`src/rtl/cpu_pkg.sv`:
```
// Shared CPU-side definitions: word/byte widths, memory access unit state encoding
// and the byte-lane helpers used for both write splitting and read assembly.
package cpu_pkg;

  localparam int WORD_WIDTH = 16;
  localparam int BYTE_WIDTH = 8;

  typedef enum logic [2:0] {
    IDLE   = 3'd0,
    RD_LO  = 3'd1,
    RD_HI  = 3'd2,
    RD_CAP = 3'd3,
    WR_LO  = 3'd4,
    WR_HI  = 3'd5,
    DONE   = 3'd6
  } state_t;

  // Byte of a word that lives at address (upper_addr=0) or address+1 (upper_addr=1).
  function automatic logic [BYTE_WIDTH-1:0] lane_byte(
    input logic [WORD_WIDTH-1:0] word,
    input logic                  little_endian,
    input logic                  upper_addr
  );
    return (little_endian ^ upper_addr) ? word[BYTE_WIDTH-1:0]
                                        : word[WORD_WIDTH-1:BYTE_WIDTH];
  endfunction

  function automatic logic [WORD_WIDTH-1:0] assemble_word(
    input logic [BYTE_WIDTH-1:0] first_byte,
    input logic [BYTE_WIDTH-1:0] second_byte,
    input logic                  little_endian
  );
    return little_endian ? {second_byte, first_byte} : {first_byte, second_byte};
  endfunction

endpackage

```
`src/rtl/mem_access_unit.sv`:
```
// Splits 16-bit CPU word accesses into two byte accesses on a byte-wide memory
// with registered read data; one request in flight, response held until consumed.
module mem_access_unit
  import cpu_pkg::*;
#(
  parameter int MEM_BYTES     = 16384,
  parameter bit LITTLE_ENDIAN = 1'b1
) (
  input  logic                  clock,
  input  logic                  reset,
  input  logic                  req_valid,
  input  logic                  req_write,
  input  logic [WORD_WIDTH-1:0] req_addr,
  input  logic [WORD_WIDTH-1:0] req_wdata,
  output logic                  req_ready,
  output logic                  rsp_valid,
  input  logic                  rsp_ready,
  output logic [WORD_WIDTH-1:0] rsp_rdata,
  output logic                  rsp_err,
  output logic [WORD_WIDTH-1:0] mem_addr,
  output logic [BYTE_WIDTH-1:0] mem_wdata,
  output logic                  mem_we,
  input  logic [BYTE_WIDTH-1:0] mem_rdata
);

  localparam int unsigned LAST_START = MEM_BYTES - 2;

  state_t                state_reg;
  logic [WORD_WIDTH-1:0] addr_reg;
  logic [WORD_WIDTH-1:0] wdata_reg;
  logic [BYTE_WIDTH-1:0] first_byte_reg;
  logic                  addr_bad;

  assign req_ready = (state_reg == IDLE) && !reset;
  // A word starting on the last byte (or beyond) would straddle the end of memory.
  assign addr_bad  = 32'(req_addr) > LAST_START;

  always_ff @(posedge clock) begin
    if (reset) begin
      state_reg      <= IDLE;
      addr_reg       <= '0;
      wdata_reg      <= '0;
      first_byte_reg <= '0;
      rsp_valid      <= 1'b0;
      rsp_rdata      <= '0;
      rsp_err        <= 1'b0;
      mem_addr       <= '0;
      mem_wdata      <= '0;
      mem_we         <= 1'b0;
    end else begin
      // Memory-side outputs are only live for one state at a time.
      mem_addr  <= '0;
      mem_wdata <= '0;
      mem_we    <= 1'b0;
      case (state_reg)
        IDLE: begin
          if (req_valid) begin
            addr_reg  <= req_addr;
            wdata_reg <= req_wdata;
            if (addr_bad) begin
              state_reg <= DONE;
              rsp_valid <= 1'b1;
              rsp_err   <= 1'b1;
              rsp_rdata <= '0;
            end else if (req_write) begin
              state_reg <= WR_LO;
              mem_addr  <= req_addr;
              mem_we    <= 1'b1;
              mem_wdata <= lane_byte(req_wdata, LITTLE_ENDIAN, 1'b0);
            end else begin
              state_reg <= RD_LO;
              mem_addr  <= req_addr;
            end
          end
        end
        RD_LO: begin
          state_reg <= RD_HI;
          mem_addr  <= addr_reg + 1'b1;
        end
        RD_HI: begin
          // Data for the first address arrives one cycle after it was presented.
          first_byte_reg <= mem_rdata;
          state_reg      <= RD_CAP;
        end
        RD_CAP: begin
          state_reg <= DONE;
          rsp_valid <= 1'b1;
          rsp_err   <= 1'b0;
          rsp_rdata <= assemble_word(first_byte_reg, mem_rdata, LITTLE_ENDIAN);
        end
        WR_LO: begin
          state_reg <= WR_HI;
          mem_addr  <= addr_reg + 1'b1;
          mem_we    <= 1'b1;
          mem_wdata <= lane_byte(wdata_reg, LITTLE_ENDIAN, 1'b1);
        end
        WR_HI: begin
          state_reg <= DONE;
          rsp_valid <= 1'b1;
          rsp_err   <= 1'b0;
          rsp_rdata <= '0;
        end
        DONE: begin
          if (rsp_ready) begin
            state_reg <= IDLE;
            rsp_valid <= 1'b0;
            rsp_err   <= 1'b0;
            rsp_rdata <= '0;
          end
        end
        default: state_reg <= IDLE;
      endcase
    end
  end

endmodule

```
`config.mk`:
```
export PLATFORM = sky130hd
export DESIGN_NAME = mem_access_unit
export DESIGN_NICKNAME = d
export VERILOG_FILES = /design/src/rtl/cpu_pkg.sv /design/src/rtl/mem_access_unit.sv
export SDC_FILE = /design/constraint.sdc
export NUM_CORES = 1
export LEC_CHECK = 0
export CAP_MARGIN = 20
export CELL_PAD_IN_SITES_DETAIL_PLACEMENT = 1
export CELL_PAD_IN_SITES_GLOBAL_PLACEMENT = 1
export CORE_ASPECT_RATIO = 2
export CORE_MARGIN = 5
export CORE_UTILIZATION = 37
export DETAILED_ROUTE_END_ITERATION = 8
export PLACE_DENSITY_LB_ADDON = 0.05
export SLEW_MARGIN = 40
export SYNTH_ARGS = -nofsm -noshare
export SYNTH_HDL_FRONTEND = slang
export SYNTH_SLANG_ARGS = --single-unit
```
`constraint.sdc`:
```
create_clock -name clock -period 4.9 [get_ports clock]
set_clock_uncertainty 0.05 [all_clocks]
set_input_delay 0.49 -clock clock [delete_from_list [all_inputs] [get_ports clock]]
set_output_delay 0.49 -clock clock [all_outputs]
set_load 0.02 [all_outputs]
```
**Word-level counts from Yosys, hierarchy flattened**

Index checks and enable logic that the tools add are counted.

- Memory bits (read-only): 0
- Register bits: 86
- Bits in latches: 0
- Output and inout bits: 44
- Bits of input ports: 45
- Memories kept: 0
- RAM bits: 0

- Divide/modulo/power cells: 0
- Add/sub/neg operators: 1
- Magnitude comparators: 1
- Equal/unequal tests: 9
- Mux-type cells: 25
- Reduce and logical (&&, ||, !) cells: 11
- Shift-type cells: 0
- Bitwise gates (word level): 0
- Multiply operators: 0

Operators with widths:

| cell | number |
|---|---|
| 2-to-1 mux 16 bit | 5 |
| case mux 16 bit (4 select lines) | 1 |
| case mux 16 bit (2 select lines) | 1 |
| 2-to-1 mux 8 bit | 3 |
| case mux 3 bit (6 select lines) | 1 |
| adder 16 x 1 -> 16 bit, second input constant | 1 |
| greater-than comparator 16 x 14 -> 1 bit, second input constant | 1 |
| case mux 8 bit (2 select lines) | 1 |
| 2-to-1 mux 3 bit | 4 |
| == test 3 bit, second input constant | 3 |
| AND reduction 4 bit | 2 |
| == test 3 x 2 -> 1 bit, second input constant | 2 |
| 2-to-1 mux 1 bit | 6 |
| != test 2 bit, second input constant | 3 |
| case mux 1 bit (3 select lines) | 2 |
| AND reduction 2 bit | 2 |
| nonzero test 4 bit | 1 |
| OR reduction 2 bit | 2 |
| == test 3 x 1 -> 1 bit, second input constant | 1 |
| logical NOT 3 bit | 1 |
| nonzero test 3 bit | 1 |
| case mux 1 bit (2 select lines) | 1 |
| logical AND 1 bit | 1 |
| logical NOT 1 bit | 1 |

**Logic depth before layout (Yosys ltp)**

Gate-level depths: netlist (run 1).

- Depth after elaboration: 4
- Mapped depth: 7
- Mapped depth without buffers: 5

**Least setup slack after synthesis (run 1)**

OpenSTA, ideal clock, no wires.

- Path kind: flip-flop to output port
- Start: register state_reg[0]
- End: output port req_ready
- Path slack: 2,976 ps
- Required time: 4,360 ps
- Buffers on the path: 2
- Arrival: 1,384 ps
- Cell stages (with the launch flop): 4
- Path through: dfxtp_1 -> buf_2 -> clkbuf_1 -> nor4_1

- Cells in the longest elaborated chain, start to end: 2

Ends and longest elaborated chain:

| item | RTL line | text |
|---|---|---|
| start: declaration | mem_access_unit.sv:28 | `state_t state_reg;` |
| start signal: assignment | mem_access_unit.sv:40 | `state_reg <= IDLE;` |
| start signal: assignment | mem_access_unit.sv:61 | `state_reg <= DONE;` |
| start signal: assignment | mem_access_unit.sv:66 | `state_reg <= WR_LO;` |
| logical NOT 3 bit | mem_access_unit.sv:34 | `assign req_ready = (state_reg == IDLE) && !reset;` |
| logical AND 1 bit | mem_access_unit.sv:34 |  |
| end: declaration | mem_access_unit.sv:15 | `output logic req_ready,` |

No other way between the ends.

==> results of run 1 <==
[final timing paths]
check | endpoint | slack [ns] | cells past startpoint | startpoint
worst max register to register | rsp_rdata[2] | 2.61 | 5 | state_reg[0]
worst min-delay path | rsp_rdata[5] | 0.41 | 2 | rsp_rdata[5]
worst max-delay path | rsp_rdata[2] | 2.06 | 5 | reset
worst min register to register | rsp_rdata[5] | 0.41 | 2 | rsp_rdata[5]
[through the flow]
step | utilization, % | hold WS, ns | worst slack (ns) | power, W | instances
6_report | 52.4 | 0.408 | 2.06 | 0.00166 | 543
2_1_floorplan | - | 0.374 | 2.98 | 0.000908 | 365
3_3_place_gp | 49.0 | 0.380 | 1.76 | 0.00103 | 528
5_1_grt | 52.4 | 0.437 | 1.80 | 0.00174 | 543
4_1_cts | 52.4 | 0.407 | 2.05 | 0.00168 | 543
3_5_place_dp | 49.0 | 0.396 | 1.69 | 0.00104 | 528
[cells in the final DEF, fill, tap and decap left out, types with 2 or more instances in the layout]
master / synthesis / layout
nand2_1: 85 / 85
xnor2_1: 8 / 8
a31oi_1: 2 / 2
a32o_1: 8 / 8
or2_2: 2 / 2
buf_4: 0 / 4
a311oi_1: 2 / 2
a21oi_1: 32 / 32
nand3_1: 9 / 9
nor4_1: 5 / 5
nor2_1: 16 / 16
inv_1: 2 / 2
nor3_1: 3 / 3
a22o_1: 12 / 12
xor2_1: 5 / 5
or3_1: 2 / 2
clkinv_2: 0 / 2
nor2b_1: 5 / 4
o21ai_0: 18 / 18
clkdlybuf4s50_1: 0 / 88
nand4_1: 6 / 6
o211ai_1: 2 / 2
dfxtp_1: 78 / 78
clkbuf_16: 0 / 9
clkbuf_1: 17 / 2
mux2i_1: 8 / 8
a211oi_1: 2 / 2
and3_1: 4 / 4
[final cells by class]
class,instances,area [um2]
timing repair buffer,92,911
clock inverter,4,48.8
fill,1000,3970
clock buffer,11,233
sequential,78,1560
multi-input combinational,257,1490
inverter,3,11.3
tap,98,123
[worst register-to-register path, cell delays in order (launching register included)]
cell      delay [ns]
dfxtp_1         0.52
nor4b_4         0.34
buf_4           0.35
a211oi_1        0.13
a21oi_2         0.52
o21ai_0         0.22
[Yosys cell counts (all sizes together) (2+ instances only)]
library cell  instances  area, um2
xnor2                 8       70.1
a311oi                2       17.5
clkbuf               18       68.8
a21oi                33        169
nor2b                 5       31.3
or4                   2       18.8
a22o                 12        105
and3                  4       25.0
xor2                  5       43.8
o211ai                2       15.0
mux2i                 8       80.1
or2                   2       12.5
inv                   2       7.51
a211oi                2       15.0
or3                   2       12.5
nand2                85        319
nand4                 6       37.5
nor2                 16       60.1
a32o                  8       80.1
nand3                 9       45.0
nor4                  5       31.3
a31oi                 2       12.5
nor4b                 2       32.5
buf                   9       43.8
nor3                  3       15.0
o21ai                18       90.1
dfxtp                78       1560
[per-layer routing]
metal	global-route usage [%]	routed length, um
met1	19.2	3560
met5	0	0
met3	4.13	387
met4	8.57	265
met2	38.3	5810
[cells by family (layout without fill, tap and decap cells)]
group / after synthesis / count (layout) / synth area share [%]
AOI/OAI and AO/OA: 88 / 88 / 18.6
adders and majority gates: 1 / 1 / 0.394
and+or+nand+nor: 147 / 147 / 21.7
buffers and inverters: 30 / 110 / 3.91
DFF: 78 / 78 / 49.2
xor gates and xnor gates: 13 / 13 / 3.59
muxes: 8 / 8 / 2.52
[power breakdown]
group          total (W)  switching (W)  internal [W]
sequential      0.000735      0.0000550      0.000680
clock           0.000643       0.000252      0.000391
combinational   0.000284       0.000153      0.000131
total            0.00166       0.000460       0.00120
==> flow_summary.yaml, run 1 <==
synthesis:
  syn_inst: 365
  ys_seq_area_share_pct: 49.2
  synthFlopType: "dfxtp_1"
  ys_warn_count: 0
  async_reset_ff_share_pct: 0
  ys_ff_latch: 78
  syn_avg_cell_area_um2: 8.69
  syn_nets: 411
  syn_area_mm2: 0.00317
  synth_edf_count: 0
  synth.distinct_cells: 49
detailed_routing:
  postRouteAntennaNets: 0
  finalWirelength_um: 10000
  vias_per_cell: 5.44
  num_vias: 2955
  firstDrtPassIters: 4
  drcViolationCount: 0
  drt_iter0_markers: 105
  wire_per_inst_um: 18.5
floorplanning:
  die_w_um: 75.5
  die_h_um: 141
  die-area_mm2: 0.0106
  io_pins: 89
  core_mm2: 0.00835
  rows: 47
  start_util_pct: 38.0
placed_design:
  place_congestion: 0.842
  io_buffers: 88
  post-dp-hpwl_um: 7460
  placed_area_mm2: 0.00410
cts:
  postCtsHoldBufs: 0
  cts_resized: 0
  clock_latency_ns: 0.34
  cts_root_buf: "clkbuf_16"
  htreeDepth: 3
  cts_setup_buffers: 0
  path_clk_slew_ns: 0.06
  cts_tree: "built"
  cts_buffer_depth: 2
  clkSinkCount: 78
  cts_buffers: 9
timing:
  hold_viol: 0
  period_minus_slack_ns: 2.84
  fmax_ghz: 0.353
  worstMarginPinSlew_ns: 0.772
  maxSlewHeadroom_pct: 48.1
  setup_violations: 0
  drv_slew: 0
  rsz0062_at_grt: "false"
  finalCritPeriodShare_pct: 57.9
  fin_tns_setup_ns: 0
worst_setup_path:
  path_max_fanout: 19
  critPathBufInv: 2
  cp.arrival_ns: 2.97
  worstPathCellList: "clkdlybuf4s50_1, clkinv_1, and3_1, nand2_1, o21ai_0"
  cp_top_family: "buffers and inverters"
  crit_type: "input pin to flop"
  crit_slowest_cell: "clkdlybuf4s50_1"
  critPathLaunchType: "input pin"
  max_stage_delay_ns: 0.92
  cp.required_ns: 5.03
  end_kind: "flop"
pwr:
  vdd_drop_max_uv: 210
  cellPowerDensity_mw_per_mm2: 380
  p_leak_nw: 1.57
global_routing:
  grt_pass1_vias: 3232
  grt_pass1_wl_um: 16000
  grt_max_degree: 27
  antenna_found_initial: 0
  grt_overflow: 0
  grtUsageTotal_pct: 20.0
job:
  max_cap_viol_count: 0
finish:
  antenna_cells: 0
  final_nets: 487
  drive_above_1_share_pct: 5.84
  area_delta_synth_final_pct: 38.0
  final_area_mm2: 0.00438
min_path:
  hp-class: "flop to flop"
outcome:
  status: "complete, no violations"
(Power assumes the default switching activity.)
==> run 2, diff against run 1 <==
--- a/config.mk
+++ b/config.mk
@@ -10,7 +10,7 @@
 export CELL_PAD_IN_SITES_GLOBAL_PLACEMENT = 1
 export CORE_ASPECT_RATIO = 2
 export CORE_MARGIN = 5
-export CORE_UTILIZATION = 37
+export CORE_UTILIZATION = 31
 export DETAILED_ROUTE_END_ITERATION = 8
 export PLACE_DENSITY_LB_ADDON = 0.05
 export SLEW_MARGIN = 40
==> constraint.sdc (replaced) <==
create_clock -name clock -period 2.6 [get_ports clock]
set_clock_uncertainty 0.05 [all_clocks]
set_input_delay 0.26 -clock clock [delete_from_list [all_inputs] [get_ports clock]]
set_output_delay 0.26 -clock clock [all_outputs]
set_load 0.02 [all_outputs]
==> run 2 against run 1 <==
  * Global-route usage down 2.5 points
  * Final cell count up 8.8%
  * Worst setup slack worse by 1.9 ns
  * Hold slack worse by 0.0021 ns
==> flow_summary.yaml, run 2 (synthesized netlist as in run 1, its figures left out) <==
min_path:
  hp-class: "flop to flop"
cts:
  cts_resized: 0
  postCtsHoldBufs: 0
  htreeDepth: 3
  path_clk_slew_ns: 0.06
  cts_tree: "built"
  cts_root_buf: "clkbuf_16"
  cts_setup_buffers: 0
  clock_latency_ns: 0.33
  cts_buffers: 9
  cts_buffer_depth: 2
  clkSinkCount: 78
timing:
  maxSlewHeadroom_pct: 52.5
  period_minus_slack_ns: 2.39
  finalCritPeriodShare_pct: 91.9
  fmax_ghz: 0.418
  hold_viol: 0
  setup_violations: 0
  drv_slew: 0
  fin_tns_setup_ns: 0
  worstMarginPinSlew_ns: 0.712
  rsz0062_at_grt: "false"
worst_setup_path:
  critPathBufInv: 2
  path_max_fanout: 11
  crit_slowest_cell: "clkdlybuf4s50_1"
  cp.required_ns: 2.29
  cp.arrival_ns: 2.08
  crit_type: "flop to output pin"
  max_stage_delay_ns: 0.69
  worstPathCellList: "buf_4, nor4_1, clkdlybuf4s50_1"
  end_kind: "output pin"
  cp_top_family: "buffers and inverters"
  critPathLaunchType: "flop"
detailed_routing:
  drcViolationCount: 0
  drt_iter0_markers: 122
  firstDrtPassIters: 4
  wire_per_inst_um: 17.5
  vias_per_cell: 5.02
  postRouteAntennaNets: 0
  finalWirelength_um: 10300
  num_vias: 2964
pwr:
  fin_total_pwr_w: 0.00332
  cellPowerDensity_mw_per_mm2: 729
  p_sw_share_pct: 26.9
  power_frac_comb_pct: 17.7
  p_sw_w: 0.000891
  p_int_w: 0.00243
  p_seq_share_pct: 41.3
  vdd_drop_max_uv: 390
  p_leak_nw: 1.64
  p_clk_share_pct: 41.0
finish:
  mostFrequentLayoutCells: "clkdlybuf4s50_1, nand2_1, dfxtp_1"
  drive_above_1_share_pct: 8.11
  antenna_cells: 0
  num-fill-cells: 1198
  layout_commonest_cell: "clkdlybuf4s50_1"
  area_delta_synth_final_pct: 43.5
  final_nets: 497
  fin_cells: 591
global_routing:
  grtUsageTotal_pct: 17.5
  antenna_found_initial: 0
  grt_overflow: 0
  grt_pass1_wl_um: 16400
  grt_max_degree: 23
  grt_pass1_vias: 3107
floorplanning:
  die_w_um: 81.5
  core_mm2: 0.0101
  die-area_mm2: 0.0125
  start_util_pct: 31.5
  io_pins: 89
  die_h_um: 153
  rows: 52
placed_design:
  place_inst: 575
  place_congestion: 0.871
  io_buffers: 88
  post-dp-hpwl_um: 8050
job:
  max_cap_viol_count: 0
outcome:
  status: "complete, no violations"
run 2: cell types whose count changed in the layout (fill, tap and decap cells not counted), sizes merged:
| cell | before | now |
|---|---|---|
| buf | 4 | 14 |
| bufinv | 1 | 2 |
| clkinv | 4 | 2 |
| clkinvlp | 0 | 1 |
| inv | 2 | 3 |
run 2: worst register-to-register path, cell delays in order, from the launching register on:
cell and delay (ns):
dfxtp_1 0.53, or4b_2 0.92, buf_12 0.24, nand2_1 0.07, a21oi_1 0.06
run 2: power groups by stage:
stage | Sequential (W) | Clock [W] | Combinational [W]
6_report | 0.00137 | 0.00136 | 0.000586
5_1_grt | 0.00138 | 0.00146 | 0.000647
4_1_cts | 0.00137 | 0.00140 | 0.000599
3_5_place_dp | 0.00140 | 0 | 0.000598
3_3_place_gp | 0.00139 | 0 | 0.000588
2_1_floorplan | 0.00138 | 0 | 0.000326
run 2: worst paths after layout:
check	depth (start not counted)	end	start	slack, ns
setup / recovery	3	req_ready	state_reg[0]	0.21
hold / removal	2	wdata_reg[11]	wdata_reg[11]	0.41
setup reg to reg	4	addr_reg[1]	state_reg[2]	0.60
hold reg to reg	2	wdata_reg[11]	wdata_reg[11]	0.41
run 2: through the flow:
| step | util [%] | worst slack, ns | instance area, um2 | hold slack, ns |
|---|---|---|---|---|
| 2_1_floorplan | - | 0.881 | 3170 | 0.319 |
| 3_3_place_gp | 41.9 | 0.339 | 4230 | 0.382 |
| 3_5_place_dp | 41.9 | 0.223 | 4230 | 0.398 |
| 4_1_cts | 45.1 | 0.188 | 4550 | 0.409 |
| 5_1_grt | 45.1 | 0.113 | 4550 | 0.426 |
| 6_report | 45.1 | 0.210 | 4550 | 0.406 |
run 2: per-layer routing:
layer | GRT usage, % | part of all wire (%) | up-vias
li1 | - | - | 1448
met1 | 16.1 | 34 | 1439
met2 | 34.4 | 59 | 62
met3 | 3.47 | 4.3 | 15
met4 | 7.82 | 2.6 | 0
met5 | 0 | 0 | -
run 2: cell type report:
| type | count | area (um2) | area share, % |
|---|---|---|---|
| clock inverter | 5 | 81.3 | 1.79 |
| sequential | 78 | 1560 | 34.3 |
| inverter | 3 | 11.3 | 0.247 |
| tap | 135 | 169 | 3.71 |
| multi-input combinational | 257 | 1490 | 32.7 |
| timing repair buffer | 102 | 998 | 21.9 |
| clock buffer | 11 | 243 | 5.33 |
